<file path="config.mk">
export PLATFORM = sky130hd
export DESIGN_NAME = frankie
export DESIGN_NICKNAME = d
export VERILOG_FILES = /design/src/rtl/frankie.sv
export SDC_FILE = /design/constraint.sdc
export NUM_CORES = 1
export LEC_CHECK = 0
export CORE_UTILIZATION = 50
export DETAILED_ROUTE_END_ITERATION = 6
export PLACE_DENSITY_LB_ADDON = 0.3
export SETUP_SLACK_MARGIN = 0.4
export SLEW_MARGIN = 20
export SYNTH_ARGS = -nofsm -noshare
export SYNTH_HDL_FRONTEND = slang
export SYNTH_SLANG_ARGS = --single-unit
</file>
<file path="constraint.sdc">
create_clock -name clock -period 3 [get_ports clock]
set_clock_uncertainty 0.15 [all_clocks]
set_input_delay 0.45 -clock clock [delete_from_list [all_inputs] [get_ports clock]]
set_output_delay 0.45 -clock clock [all_outputs]
set_load 0.01 [all_outputs]
</file>
<file path="src/rtl/frankie.sv">
// Relatively-prime finder: io_out = smallest m >= 2 with gcd(io_in, m) == 1.
// Each candidate m runs a subtractive GCD against the latched operand n.
//
// state | meaning
// IDLE  | waiting for a nonzero operand; io_out holds the last result
// INIT  | load GCD operands a = n, b = m
// GCD   | one subtraction per cycle until a == b
// CHECK | a is the gcd; accept m if it is 1, otherwise try m + 1
// DONE  | result valid; wait for io_in to return to 0
module frankie (
  input  logic        clock,
  input  logic        reset,
  input  logic [15:0] io_in,
  output logic [15:0] io_out
);

  typedef enum logic [2:0] {
    IDLE  = 3'd0,
    INIT  = 3'd1,
    GCD   = 3'd2,
    CHECK = 3'd3,
    DONE  = 3'd4
  } state_t;

  state_t      state;
  logic [15:0] n;
  logic [15:0] m;
  logic [15:0] a;
  logic [15:0] b;

  always_ff @(posedge clock) begin
    if (reset) begin
      state  <= IDLE;
      io_out <= 16'd0;
      n      <= 16'd0;
      m      <= 16'd0;
      a      <= 16'd0;
      b      <= 16'd0;
    end else begin
      case (state)
        IDLE: begin
          if (io_in != 16'd0) begin
            n      <= io_in;
            m      <= 16'd2;
            io_out <= 16'd0;
            state  <= INIT;
          end
        end
        INIT: begin
          a     <= n;
          b     <= m;
          state <= GCD;
        end
        GCD: begin
          // n >= 1 and m >= 2 keep both operands nonzero, so this terminates
          if (a > b) begin
            a <= a - b;
          end else if (b > a) begin
            b <= b - a;
          end else begin
            state <= CHECK;
          end
        end
        CHECK: begin
          if (a == 16'd1) begin
            io_out <= m;
            state  <= DONE;
          end else begin
            m     <= m + 16'd1;
            state <= INIT;
          end
        end
        DONE: begin
          if (io_in == 16'd0) begin
            state <= IDLE;
          end
        end
        default: state <= IDLE;
      endcase
    end
  end

endmodule

</file>
# Word-level counts from Yosys, hierarchy flattened
# Index checks and enable logic that the tools add are counted.
[totals]
regBits = 83
latchBits = 0
ram_bits = 0
romBits = 0
input_bits = 18
output_inout_bits = 16
wordCells = 52
memories = 0
[classes]
add_sub_neg = 3
mul = 0
div = 0
n_lt_le_gt_ge = 2
eq_ne = 13
shift = 0
n_mux = 17
n_bitwise = 0
reduce_logical = 11
[op_table]
columns = ["operator", "n"]
rows = [
  ["one-hot mux 16 bit (2 select lines)", 4],
  ["2-to-1 mux 16 bit", 7],
  ["> comparator 16 bit", 2],
  ["subtractor 16 bit", 2],
  ["adder 16 x 1 -> 16 bit (second input constant)", 1],
  ["equality test 16 x 1 -> 1 bit (second input constant)", 1],
  ["logical NOT 16 bit", 1],
  ["inequality test 2 bit (second input constant)", 8],
  ["nonzero test 16 bit", 1],
  ["2-to-1 mux 3 bit", 5],
  ["one-hot mux 3 bit (5 select lines)", 1],
  ["AND reduction 3 bit", 3],
  ["equality test 3 x 2 -> 1 bit (second input constant)", 2],
  ["AND reduction 2 bit", 2],
  ["AND reduction 4 bit", 1],
  ["nonzero test 2 bit", 2],
  ["equality test 3 x 1 -> 1 bit (second input constant)", 1],
  ["equality test 3 bit (second input constant)", 1],
  ["logical NOT 3 bit", 1],
]

# Logic depth before layout (Yosys ltp)
# Gate-level depths: netlist of the first run.
[depth]
ltp_word = 4
mapped_depth = 12
mapped_depth_nobuf = 11

# Worst setup path after synthesis of the first run
# OpenSTA, ideal clock, no wires.
[synth_timing]
kind = "register to register"
start = "register a[0]"
end = "register a[1]"
setup_ns = 0.128
arrival_time_ns = 2.406
required_ns = 2.722
setup_slack_ns = 0.317
path_stages_with_launch = 13
path_buffers = 1
period_less_slack_ns = 2.683
cell_sequence = "dfxtp_1 inv_1 ha_1 fa_1 nand2b_1 a21oi_1 o21ai_4 o31ai_2 o21ai_4 nand2_1 buf_2 mux2i_1 nor2_1"
[synth_between]
elab_chain_len = 3
elab_cells_between_ends = 6
classes_between = "add/sub: 1; order compare: 1; eq/ne: 1; mux: 2; reduce/logical: 1"
[synth_lines]
columns = ["element", "line_no", "rtl"]
rows = [
  ["from (decl)", "28", "logic [15:0] a;"],
  ["from (signal assigned)", "50", "a <= n;"],
  ["from (signal assigned)", "57", "a <= a - b;"],
  ["subtractor 16 bit or > comparator 16 bit (tied branches)", "57, 56", ""],
  ["2-to-1 mux 16 bit or inequality test 2 bit (tied branches)", "n/a", ""],
  ["one-hot mux 16 bit (2 select lines) or AND reduction 2 bit (tied branches)", "n/a", ""],
]
# Several ways; a longest one is shown, not always the timed one. The select of a mux whose other input is x is not followed.
# A chain may end at the register's enable or synchronous reset.

# Worst setup path in the final report of the first run
[layout_timing]
start = "register a[4]"
end = "register a[4]"
# Same word-level chain as after synthesis.

==> results.yml, run 1 <==
routing:
  ant_nets: 0
  wire_per_inst_microns: 18.7
  via_per_inst: 6.05
  routed_wl_microns: 15600
  vias: 5054
  drtPass1Iterations: 5
  drc: 0
  first_iter_violations: 338
grt:
  antenna_found_initial: 0
  grt_remaining_overflow: 0
  grt_max_degree: 39
  grt_usage_pct: 27.3
  grt_pass1_vias: 4772
  grt_pass1_wl_microns: 23400
cts:
  clk_pin_slew_ps: 90
  cts.sinks: 83
  htreeDepth: 3
  clk_latency_ps: 380
  tritoncts: "done"
  cts_root_buf: "clkbuf_8"
  clockBufferDepth: 2
  cts_buffers: 9
layout:
  fin_util_pct: 66.3
  fin_nets: 750
  area_growth_pct: 26.8
  layout-drive-gt1-share_pct: 23.6
  fin_cells: 835
  fillers: 784
  antenna_cells: 0
synth:
  async_flop_share_pct: 0
  synthDominantCellAreaShare_pct: 32.1
  yosysWarningCount: 0
  yosys_register_bits: 83
  synth_area_leaders: "dfxtp_1 32%, ha_1 8.0%, nor2_1 6.3%"
  syn_nets: 699
  ys.flop_type: "dfxtp_1"
  synth_most_common_cell: "nor2_1"
  yosysUniqueCellTypes: 64
  synth_area_sq_mm: 0.00518
  seq_area_frac_synth_pct: 32.1
  syn_area_per_cell_sq_um: 8.02
  synthTopCellsByCount: "87 x nor2_1, 83 x dfxtp_1, 66 x nand2_1"
  netlist_instances: 646
  synth_top_area_cell: "dfxtp_1"
  synth_enable_flop_cells: 0
worst_setup_path:
  r2r_slack_ps: 290
  reg2reg_to: "a[4]$_SDFFE_PP0P_"
  r2r_start: "a[4]$_SDFFE_PP0P_"
  arrival_ps: 2830
  start_kind: "flop"
  criticalPathCategory: "flop to flop"
  end_kind: "flop"
  cp.required_ps: 3120
  rr_worst_depth: 11
  cp_max_fo: 5
placed_design:
  io_buffers: 33
  dp_hpwl_microns: 9830
  place_congestion: 0.964
  dpl.cell_count: 792
sta:
  rsz0062_at_grt: "yes"
  finalHoldViolCount: 0
  maxSlewViolCount: 0
  final.min_clock_period_ps: 2710
  max_freq_mhz: 369
  slew-limit-headroom_pct: 53.4
  finalSetupTns_ps: 0
  tightest_slew_ps: 697
  finalSetupViolCount: 0
  fin_crit_sh_pct: 90.4
floorplan:
  pin_count: 34
  die-area_sq_mm: 0.0108
  core_area_sq_mm: 0.00991
  die_height_microns: 104
  start_util_pct: 52.3
  die_width_microns: 104
  row_count: 36
worst_hold_path:
  hp-start: "io_out[6]$_SDFFE_PP0P_"
  worstHoldEndpoint: "io_out[6]$_SDFFE_PP0P_"
  min_path_type: "flop to flop"
  min_path_cells: 2
pwr:
  ir_worst_vdd_v: 0.000540
  power_leakage_nw: 2.52
  powerDensity_mw_per_mm2: 1360
flow_run:
  max_cap_viol_count: 0
status:
  status: "completed"
through the flow:
step | hold slack, ps | total power, mW | setup WS [ps] | area (sq um)
2_1_floorplan | 304 | 5.17 | 395 | 5190
3_3_place_gp | 292 | 6.12 | 131 | 5680
3_5_place_dp | 293 | 6.22 | 17.7 | 5680
4_1_cts | 313 | 7.97 | 337 | 6250
5_1_grt | 332 | 9.47 | 160 | 6570
6_report | 310 | 8.94 | 289 | 6570
kinds of logic after synthesis:
kind of cell	synth area share, %
DFF	32.1
buffers and inverters	6.91
adders and majority gates	8.74
muxes	4.47
and+or+nand+nor	20.9
AOI/OAI and AO/OA	20.8
xor gates and xnor gates	6.09
cell type report:
class	instances	area, sq um	share of cell area [%]
multi-input cells	480	3540	53.9
repair buffers	82	785	11.9
clock inverters	6	96.3	1.47
well taps	133	166	2.53
clock buffers	10	138	2.09
inverters	41	154	2.34
flip-flops and latches	83	1690	25.7
critical path, cell delays in order, from the launching register on:
cell      delay (ps)
dfxtp_2          330
buf_4            150
ha_4             170
a21o_1           170
or3_4            390
o21ai_4          230
o31ai_4           90
o21ai_4          250
nand2_4          140
buf_6            160
buf_6            130
a311oi_1         240
layout by cell type, fill, tap and decap left out, types with 13 or more instances in the layout:
master / netlist / final
xnor2_1: 16 / 15
o21ai_0: 18 / 13
xor2_1: 20 / 20
mux2i_1: 22 / 22
buf_4: 1 / 39
clkdlybuf4s50_1: 0 / 32
a21oi_1: 48 / 42
a21o_1: 14 / 14
ha_1: 33 / 20
nor2_1: 87 / 77
dfxtp_1: 83 / 68
nand3_1: 29 / 29
nand2_1: 66 / 65
inv_1: 41 / 38
metal layers:
metal  global-route usage (%)  share of wire (%)  wire length, microns  vias up
li1                         -                  -                     -     2349
met1                     34.6                 41                  6440     2392
met2                     43.8                 46                  7230      237
met3                     4.59                7.0                  1100       76
met4                     15.9                5.5                   861        0
met5                        0                  0                     0        -
repair_timing:
| item | CTS | global route |
|---|---|---|
| hold buffers | 0 | 0 |
| buffers inserted | 14 | 8 |
| endpoints found under the setup margin | 33 | 54 |
| resized for setup | 49 | 48 |
| pin swaps | 25 | 22 |
| cloned | 1 | 4 |
sequential cells by signal (all words and copies together), names as in the netlist:
signal	count
io_out	16
state	3
n	16
m	16
b	16
a	16
worst max-delay path by stage:
stage                            startpoint                 end  slack (ps)  depth (start not counted)
after global routing      b[3]$_SDFFE_PP0P_   a[4]$_SDFFE_PP0P_         160                         11
after floorplan           a[5]$_SDFFE_PP0P_  b[15]$_SDFFE_PP0P_         390                         12
after detailed placement  a[5]$_SDFFE_PP0P_  b[15]$_SDFFE_PP0P_          20                         10
final                     a[4]$_SDFFE_PP0P_   a[4]$_SDFFE_PP0P_         290                         11
after global placement    a[0]$_SDFFE_PP0P_   a[1]$_SDFFE_PP0P_         130                         12
after CTS                 a[0]$_SDFFE_PP0P_   a[1]$_SDFFE_PP0P_         340                         12
power by group:
part	internal [mW]	total [mW]	switching, mW
clock network	0.502	0.963	0.461
registers	1.36	1.62	0.263
logic	2.86	6.36	3.50
total	4.72	8.94	4.22
Note: power is estimated with default switching activity, not from simulation.
==> run 2: changes to the inputs <==
--- a/config.mk
+++ b/config.mk
@@ -5,6 +5,7 @@
 export SDC_FILE = /design/constraint.sdc
 export NUM_CORES = 1
 export LEC_CHECK = 0
+export ABC_AREA = 1
 export CORE_UTILIZATION = 50
 export DETAILED_ROUTE_END_ITERATION = 6
 export PLACE_DENSITY_LB_ADDON = 0.3
==> results.yml, run 2 <==
sta:
  final.min_clock_period_ps: 2530
  slew-limit-headroom_pct: 68.8
  rsz0062_at_grt: "yes"
  fin_crit_sh_pct: 84.2
  max_freq_mhz: 396
  finalHoldViolCount: 0
  finalSetupViolCount: 0
  fin_ws_ps: 474
  tightest_slew_ps: 467
  maxSlewViolCount: 0
  finalSetupTns_ps: 0
  hold_ws_ps: 315
routing:
  via_per_inst: 5.32
  routed_wl_microns: 16500
  drtPass1Iterations: 5
  vias: 5996
  ant_nets: 0
  drc: 0
  first_iter_violations: 461
  wire_per_inst_microns: 14.6
synth:
  syn_area_per_cell_sq_um: 6.07
  synthTopCellsByCount: "265 x nand2_1, 139 x inv_1, 125 x nor2_1"
  synth_area_leaders: "dfxtp_1 29%, nand2_1 17%, inv_1 9.1%"
  yosysWarningCount: 0
  synth_enable_flop_cells: 0
  synthDominantCellAreaShare_pct: 28.8
  synth_most_common_cell: "nand2_1"
  yosysUniqueCellTypes: 35
  netlist_instances: 950
  synth_top_area_cell: "dfxtp_1"
  ys.flop_type: "dfxtp_1"
  async_flop_share_pct: 0
  synth_area_sq_mm: 0.00576
  syn_nets: 1003
  yosys_register_bits: 83
  seq_area_frac_synth_pct: 28.8
status:
  status: "completed"
cts:
  clockBufferDepth: 2
  cts.sinks: 83
  clk_pin_slew_ps: 60
  cts_buffers: 9
  clk_latency_ps: 340
  htreeDepth: 3
  cts_root_buf: "clkbuf_16"
  tritoncts: "done"
  cts_hold_buf: 0
worst_setup_path:
  arrival_ps: 2650
  start_kind: "flop"
  end_kind: "flop"
  criticalPathCategory: "flop to flop"
  cp.required_ps: 3130
  cp_max_fo: 18
placed_design:
  place_congestion: 0.960
  pre_cts_ws_ps: 328
  io_buffers: 33
  placed_cell_area_sq_mm: 0.00620
  dpl.cell_count: 1100
  dp_hpwl_microns: 12000
grt:
  antenna_found_initial: 0
  grt_remaining_overflow: 0
  grt_usage_pct: 29.2
  grt_pass1_vias: 5436
  grt_pass1_wl_microns: 26700
  grt_max_degree: 39
layout:
  fin_nets: 1035
  layout_common_cells: "261 x nand2_1, 138 x inv_1, 122 x nor2_1"
  fin_cells: 1127
  area_growth_pct: 14.9
  fin_util_pct: 60.1
  postLayoutCellArea_sq_mm: 0.00663
  antenna_cells: 0
  layout-drive-gt1-share_pct: 7.90
  fillers: 1058
  mostFrequentLayoutCell: "nand2_1"
pwr:
  ir_worst_vdd_v: 0.000592
  powerDensity_mw_per_mm2: 1330
  power_mw: 8.84
  p_sw_share_pct: 53.2
  internal-power_mw: 4.14
  clkPwrFrac_pct: 12.1
  power_switching_mw: 4.71
  power_leakage_nw: 3.16
  p_seq_share_pct: 19.6
  combinationalPowerShare_pct: 68.3
floorplan:
  die-area_sq_mm: 0.0120
  pin_count: 34
  core_area_sq_mm: 0.0110
  die_height_microns: 109
  row_count: 38
  start_util_pct: 52.3
  die_width_microns: 109
worst_hold_path:
  min_path_type: "flop to flop"
flow_run:
  max_cap_viol_count: 0
-- run 2: changes by cell type after synthesis, sizes merged, moves of 10 or more --
cell	before	now
o21ai	21	65
a21oi	49	73
nand3	29	65
nor2	89	131
a21o	14	1
clkbuf	28	18
nand2	66	275
inv	41	141
a211oi	11	0
xnor2	16	1
mux2i	22	0
a311oi	14	0
-- run 2: logic make-up after synthesis --
logic type | synth area share [%]
flip-flops | 28.8
AND/OR/NAND/NOR | 36.3
buffers and inverters | 12.1
XOR/XNOR | 2.28
AO/OA/AOI/OAI | 12.7
adder cells (fa/ha/maj) | 7.86
-- run 2: path summary, 6_finish.rpt --
check                      endpoint  cells past startpoint         startpoint  slack, ps
setup / recovery  b[3]$_SDFFE_PP0P_                     16  b[0]$_SDFFE_PP0P_        470
hold / removal    n[7]$_SDFFE_PP0P_                      2  n[7]$_SDFFE_PP0P_        320
setup reg to reg  b[3]$_SDFFE_PP0P_                     16  b[0]$_SDFFE_PP0P_        470
hold reg to reg   n[7]$_SDFFE_PP0P_                      2  n[7]$_SDFFE_PP0P_        320
-- run 2: routing by layer --
metal / global-route usage (%) / wire, microns / vias to the layer above
met2: 46.5 / 7290 / 233
met5: 0 / 0 / -
met3: 3.26 / 1070 / 42
li1: - / - / 3019
met4: 13.7 / 567 / 0
met1: 39.6 / 7540 / 2702
-- run 2: what timing repair did --
action / in CTS / in global routing
buffers inserted: 1 / 8
cloned: 1 / 1
endpoints found under the setup margin: 23 / 32
pin swaps: 1 / 3
gates resized for setup: 8 / 11
-- run 2: critical path: stages (launching register included) --
cell	delay (ps)
dfxtp_2	350
inv_1	40
ha_1	200
fa_2	360
inv_1	110
nand3_1	100
nand3_2	120
nand2_1	110
nand2_1	110
nand2_1	60
nand2_1	80
nand2_1	120
nand2_4	140
nand2_8	120
nand2_1	100
nand2_1	50
nor2_1	120
-- run 2: area by class of cell --
cell class / instances / area (sq um) / area share [%]
repair buffers: 54 / 495 / 7.48
clock inverters: 5 / 35.0 / 0.529
multi-input cells: 691 / 3460 / 52.2
repair inverters: 1 / 7.51 / 0.113
flip-flops and latches: 83 / 1660 / 25.1
clock buffers: 11 / 253 / 3.81
inverters: 142 / 537 / 8.10
well taps: 140 / 175 / 2.64
-- run 2: power by group through the flow --
stage / logic [mW] / registers [mW] / clock network [mW]
after floorplan: 4.20 / 1.70 / 0
final: 6.04 / 1.73 / 1.07
after global routing: 6.75 / 1.78 / 1.12
after global placement: 5.52 / 1.74 / 0
after CTS: 5.72 / 1.72 / 1.07
after detailed placement: 5.57 / 1.74 / 0
